===== src/rtl/fp_sched_pkg.sv =====
// Shared types and constants for the fp_add_sched scheduler.
// Latency: n/a (types only).
// Backpressure: n/a (types only).
package fp_sched_pkg;

  // Upper bound on the add unit latency; sizes the EXEC cycle counter.
  localparam int ADD_LATENCY_MAX = 8;

  typedef logic [31:0] fp32_t;

  typedef enum logic [1:0] {
    IDLE = 2'd0,
    EXEC = 2'd1,
    RESP = 2'd2
  } sched_state_e;

  // One requester's operation as presented on its request port.
  typedef struct packed {
    fp32_t op1;
    fp32_t op2;
    logic  sub;
  } fp_req_t;

  // a - b is issued as a + (-b): only the sign bit of b changes.
  function automatic fp32_t fp_apply_sub(input fp32_t op, input logic sub);
    return {op[31] ^ sub, op[30:0]};
  endfunction

endpackage


===== src/rtl/rr_arb2.sv =====
// Two-way round-robin selector: a lone request always wins, a tie goes to ptr.
// Latency: combinational.
// Backpressure: none; grant is zero when no request is present.
// Ports: req[1:0] requests, ptr preferred requester on a tie, grant[1:0] one-hot.
module rr_arb2 (
  input  logic [1:0] req,
  input  logic       ptr,
  output logic [1:0] grant
);

  always_comb begin
    grant = req;
    if (req == 2'b11) begin
      grant = ptr ? 2'b10 : 2'b01;
    end
  end

endmodule


===== src/rtl/fp_add_sched.sv =====
// Schedules two requesters onto one shared FP add unit, one operation in flight.
// Latency: ADD_LATENCY+1 cycles from the accept cycle to rsp_valid; issue interval ADD_LATENCY+2.
// Backpressure: result is held in RESP until the owner's rsp_ready; new requests wait meanwhile.
// Ports: clk/n_rst; req_valid/ready/op1/op2/sub per requester (_0/_1); add_op1/add_op2 to
// the add unit, add_result/add_overflow back; rsp_valid/ready per requester, shared rsp_result/
// rsp_overflow. Optional FP_ADD_SCHED_STATS_EN adds stat_grant_0/1 saturating accept counters.
module fp_add_sched
  import fp_sched_pkg::*;
#(
  parameter int ADD_LATENCY = 1
) (
  input  logic        clk,
  input  logic        n_rst,
  input  logic        req_valid_0,
  input  logic        req_valid_1,
  output logic        req_ready_0,
  output logic        req_ready_1,
  input  logic [31:0] req_op1_0,
  input  logic [31:0] req_op2_0,
  input  logic [31:0] req_op1_1,
  input  logic [31:0] req_op2_1,
  input  logic        req_sub_0,
  input  logic        req_sub_1,
  output logic [31:0] add_op1,
  output logic [31:0] add_op2,
  input  logic [31:0] add_result,
  input  logic        add_overflow,
  output logic        rsp_valid_0,
  output logic        rsp_valid_1,
  input  logic        rsp_ready_0,
  input  logic        rsp_ready_1,
  output logic [31:0] rsp_result,
  output logic        rsp_overflow
`ifdef FP_ADD_SCHED_STATS_EN
  ,
  output logic [15:0] stat_grant_0,
  output logic [15:0] stat_grant_1
`endif
);

  localparam int CNT_W = $clog2(ADD_LATENCY_MAX);
  localparam logic [CNT_W-1:0] EXEC_LAST = CNT_W'(ADD_LATENCY - 1);

  sched_state_e     state;
  logic             rr_ptr;
  logic             owner;
  logic [CNT_W-1:0] exec_cnt;

  logic [1:0] grant;
  logic       accept;
  logic       rsp_done;
  fp_req_t    req_0;
  fp_req_t    req_1;
  fp_req_t    req_sel;

  assign req_0 = {req_op1_0, req_op2_0, req_sub_0};
  assign req_1 = {req_op1_1, req_op2_1, req_sub_1};

  rr_arb2 u_arb (
    .req   ({req_valid_1, req_valid_0}),
    .ptr   (rr_ptr),
    .grant (grant)
  );

  always_comb begin
    req_sel = grant[1] ? req_1 : req_0;
  end

  // Grant is one-hot on an asserted valid, so any grant in IDLE is a handshake.
  assign accept   = (state == IDLE) && (grant != 2'b00);
  assign rsp_done = (rsp_valid_0 && rsp_ready_0) || (rsp_valid_1 && rsp_ready_1);

  // Ready is combinational on the incoming valids; n_rst gates it so a requester
  // holding valid through reset never sees ready before release.
  assign req_ready_0 = n_rst && (state == IDLE) && grant[0];
  assign req_ready_1 = n_rst && (state == IDLE) && grant[1];

  always_ff @(posedge clk or negedge n_rst) begin
    if (!n_rst) begin
      state        <= IDLE;
      rr_ptr       <= 1'b0;
      owner        <= 1'b0;
      exec_cnt     <= '0;
      add_op1      <= '0;
      add_op2      <= '0;
      rsp_result   <= '0;
      rsp_overflow <= 1'b0;
      rsp_valid_0  <= 1'b0;
      rsp_valid_1  <= 1'b0;
    end else begin
      case (state)
        IDLE: begin
          if (accept) begin
            owner    <= grant[1];
            add_op1  <= req_sel.op1;
            add_op2  <= fp_apply_sub(req_sel.op2, req_sel.sub);
            exec_cnt <= '0;
            state    <= EXEC;
          end
        end
        EXEC: begin
          // Operands stay untouched here so the add unit sees them stable for
          // the full ADD_LATENCY window; the result is taken on its last edge.
          if (exec_cnt == EXEC_LAST) begin
            rsp_result   <= add_result;
            rsp_overflow <= add_overflow;
            rsp_valid_0  <= ~owner;
            rsp_valid_1  <= owner;
            state        <= RESP;
          end else begin
            exec_cnt <= exec_cnt + CNT_W'(1);
          end
        end
        RESP: begin
          if (rsp_done) begin
            rsp_valid_0 <= 1'b0;
            rsp_valid_1 <= 1'b0;
            // Favour the other requester on the next tie.
            rr_ptr      <= ~owner;
            state       <= IDLE;
          end
        end
        default: state <= IDLE;
      endcase
    end
  end

`ifdef FP_ADD_SCHED_STATS_EN
  always_ff @(posedge clk or negedge n_rst) begin
    if (!n_rst) begin
      stat_grant_0 <= '0;
      stat_grant_1 <= '0;
    end else if (accept) begin
      if (grant[0] && (stat_grant_0 != 16'hFFFF)) begin
        stat_grant_0 <= stat_grant_0 + 16'd1;
      end
      if (grant[1] && (stat_grant_1 != 16'hFFFF)) begin
        stat_grant_1 <= stat_grant_1 + 16'd1;
      end
    end
  end
`endif

endmodule


===== config.mk =====
export PLATFORM = sky130hd
export DESIGN_NAME = fp_add_sched
export DESIGN_NICKNAME = d
export VERILOG_FILES = /design/src/rtl/fp_sched_pkg.sv /design/src/rtl/rr_arb2.sv /design/src/rtl/fp_add_sched.sv
export SDC_FILE = /design/constraint.sdc
export NUM_CORES = 1
export LEC_CHECK = 0
export CAP_MARGIN = 20
export CORE_ASPECT_RATIO = 0.6
export CORE_MARGIN = 2
export CORE_UTILIZATION = 55
export DETAILED_ROUTE_END_ITERATION = 7
export DONT_BUFFER_PORTS = 1
export PLACE_DENSITY_LB_ADDON = 0.15
export SLEW_MARGIN = 25
export SYNTH_ARGS = -nofsm -noshare
export SYNTH_HDL_FRONTEND = slang
export SYNTH_SLANG_ARGS = --single-unit

===== constraint.sdc =====
create_clock -name clk -period 1.4 [get_ports clk]
set_input_delay 0.28 -clock clk [delete_from_list [all_inputs] [get_ports clk]]
set_output_delay 0.28 -clock clk [all_outputs]
set_load 0.02 [all_outputs]

==> impl_metrics.tcl <==
set metrics [dict create \
    synth-xor-area-share 0.00337 \
    syn_nets 662 \
    avgSynthCellArea_sq_um 10.6 \
    netlist_area_sq_um 5200 \
    synth_fa_ha_area_frac 0.00481 \
    coreArea_sq_um 9190 \
    path_cells "inv_2, ha_4, nand4bb_4, buf_6, buf_16, mux2_4" \
    grt_max_degree 109 \
    dr.pass1.iters 5 \
    cts_tree "built" \
    drv_slew 0 \
    gp_congestion 0.833 \
    rows 27 \
    overflow 0 \
    powerDensity_nw_per_um2 2700 \
    rsz0062_at_grt "yes" \
    start_util 0.566 \
    synth-compound-area-share 0.217 \
    fin_skew_ns 0.00896 \
    first_global_vias 3952 \
    synth_top_family_by_area "compound AO/OA/AOI/OAI gates" \
    start_kind "register" \
    vias 4433 \
    synth_seq_area_share 0.510 \
    cp-end-kind "register" \
    yosys_warnings 0 \
    ys_async_sr_fraction 1.00 \
    drc 0 \
    netlist_instances 491 \
    whs_ns -0.374 \
    syn_to_final_growth_pct 29.9 \
    cp.arrival_ns 1.75 \
    synth_cell_types 41 \
    cap_viol_max_count 0 \
    fillCellCount 616 \
    leakage_uw 0.00262 \
    root_buffer "clkbuf_16" \
    synth_edf_count 0 \
    tightest_slew_ns 0.400 \
    die_w_microns 130 \
    vias_per_cell 6.96 \
    ys_seq_elements 106 \
    nets 676 \
    peakVddDrop_uv 1210 \
    final_common_cell "dfrtp_1" \
    crit_fanout 6 \
    synth_top_area_frac 0.510 \
    violations "hold timing, setup timing" \
    clkTransAtPathRegs_ns 0.07 \
    cts_max_level 3 \
    hpwl_mm 8.97 \
    cts_max_path_buffers 2 \
    yosys.area.top_type "dfrtp_1" \
    total_power_uw 18300 \
    hold_viol 106 \
    cp_slowest_cell "dfrtp_1" \
    die_area_sq_um 10300 \
    finalSetupViolCount 63 \
    grt_usage 0.272 \
    pin_count 270 \
    wl_mm 17.3 \
    numCtsBuffers 9 \
    status "finished, violations left" \
    synth.area.mux_share 0.0909 \
    final_area_sq_um 6760 \
    critPathMaxStageDelay_ns 0.39 \
    synthFlopType "dfrtp_1" \
    ant_nets 0 \
    grt_antenna_before_repair 0 \
    slew_headroom 0.730 \
    crit_family "buffers and inverters" \
    hold_path.class "primary input to asynchronous set/reset pin" \
    critPathKind "register to register" \
    yosys.area_share.simple 0.118 \
    finalCritPeriodShare 1.09 \
    synth.area.top_cells "dfrtp_1 (51%), nand3b_1 (9.1%), mux2_4 (7.8%), a31oi_1 (7.6%), o21ai_0 (6.6%)" \
    layout_common_cells "dfrtp_1 (105), nand3b_1 (63), a21oi_1 (63)" \
    clock_sinks 106 \
    n_antenna_cell 0 \
    wl_per_cell_microns 27.2 \
    cp_num_buf_inv 3 \
    clk_latency_ns 0.35 \
    grt_pass1_wl_mm 21.7 \
    drive_gt1_frac 0.294 \
    placed_area_sq_um 5370 \
    fmax_mhz 655 \
    required_ns 1.62 \
    io_buffers 0 \
    initialDrtViolationCount 415 \
    die_h_microns 79.3 \
    finalWorstSetupSlack_ns -0.127 \
    period_needed_ns 1.53 \
    setup-tns-final_ns -4.39 \
]
==> synth_stat cells (all sizes together), types with 2 or more instances <==
cell type  instances
nand3b            63
or3                2
mux2              33
nor2               3
ha                 2
nor2b              3
buf               27
a31oi             63
clkbuf            26
a31o               2
nand2              4
nand2b             2
o21ai             69
dfrtp            106
inv                5
a21oi             64
==> final timing paths <==
check,depth (start not counted),to,slack (ns),from
max,6,rsp_result[17],-0.13,exec_cnt[0]
max in group asynchronous,0,rsp_result[17],1.57,n_rst
max reg2reg,6,rsp_result[17],-0.13,exec_cnt[0]
min,0,add_op1[10],-0.37,n_rst
min in group clk,1,rsp_result[16],0.08,add_result[16]
min reg2reg,1,rr_ptr,0.54,owner
==> power by group <==
part / internal (uW) / switching, uW
clock: 1400 / 1090
combinational: 4420 / 3670
sequential: 4610 / 3060
total: 10400 / 7820
==> through the flow <==
step	setup WS, ns	std cells	utilization
3_3_place_gp	-0.0417	588	0.585
6_report	-0.127	637	0.735
3_5_place_dp	-0.102	588	0.585
2_1_floorplan	-0.0191	491	-
5_1_grt	-0.150	637	0.735
4_1_cts	-0.0947	612	0.640
==> repair_timing <==
action                                  in CTS  in global routing
endpoints found under the hold margin      106                106
pin swaps                                    6                 12
gates resized for setup                     19                 79
buffers inserted                             8                  4
cloned                                       3                 21
endpoints found under the setup margin      37                105
==> routing by layer <==
layer / track usage / part of all wire / vias to the layer above
li1: - / - / 1863
met1: 0.366 / 0.41 / 2237
met2: 0.425 / 0.46 / 292
met3: 0.0896 / 0.11 / 41
met4: 0.0720 / 0.020 / 0
met5: 0 / 0 / -
==> area by class of cell <==
cell class / instances / area [sq um] / area share
Timing Repair Buffer: 55 / 942 / 0.139
Clock buffer: 10 / 239 / 0.0354
Inverter: 5 / 18.8 / 0.00278
Sequential cell: 106 / 2650 / 0.393
Multi-Input combinational cell: 328 / 2700 / 0.399
Tap cell: 130 / 163 / 0.0241
Clock inverter: 3 / 42.5 / 0.00630
==> worst register-to-register path: cells and delay by family, from the launching register on <==
family	cells	cell delay, ns
buf+inv	3	0.42
flops	1	0.39
mux	1	0.29
fa+ha+maj	1	0.16
simple gates	1	0.15
==> state kept, by name (all words and copies together), names as in the netlist <==
| signal | count |
|---|---|
| add_op1 | 32 |
| rsp_valid_0 | 1 |
| rsp_valid_1 | 1 |
| rsp_result | 32 |
| state | 2 |
| owner | 1 |
| exec_cnt | 3 |
| rsp_overflow | 1 |
| add_op2 | 32 |
| rr_ptr | 1 |
==> cell families (layout without fill, tap and decap cells) <==
group | after synthesis | count (layout)
multiplexers | 33 | 33
AND/OR/NAND/NOR | 85 | 86
AO/OA/AOI/OAI | 205 | 205
buffers and inverters | 58 | 73
adder cells (fa/ha/maj) | 2 | 2
XOR/XNOR | 2 | 2
flip-flops | 106 | 106
Power figures use the tool's default switching activity.
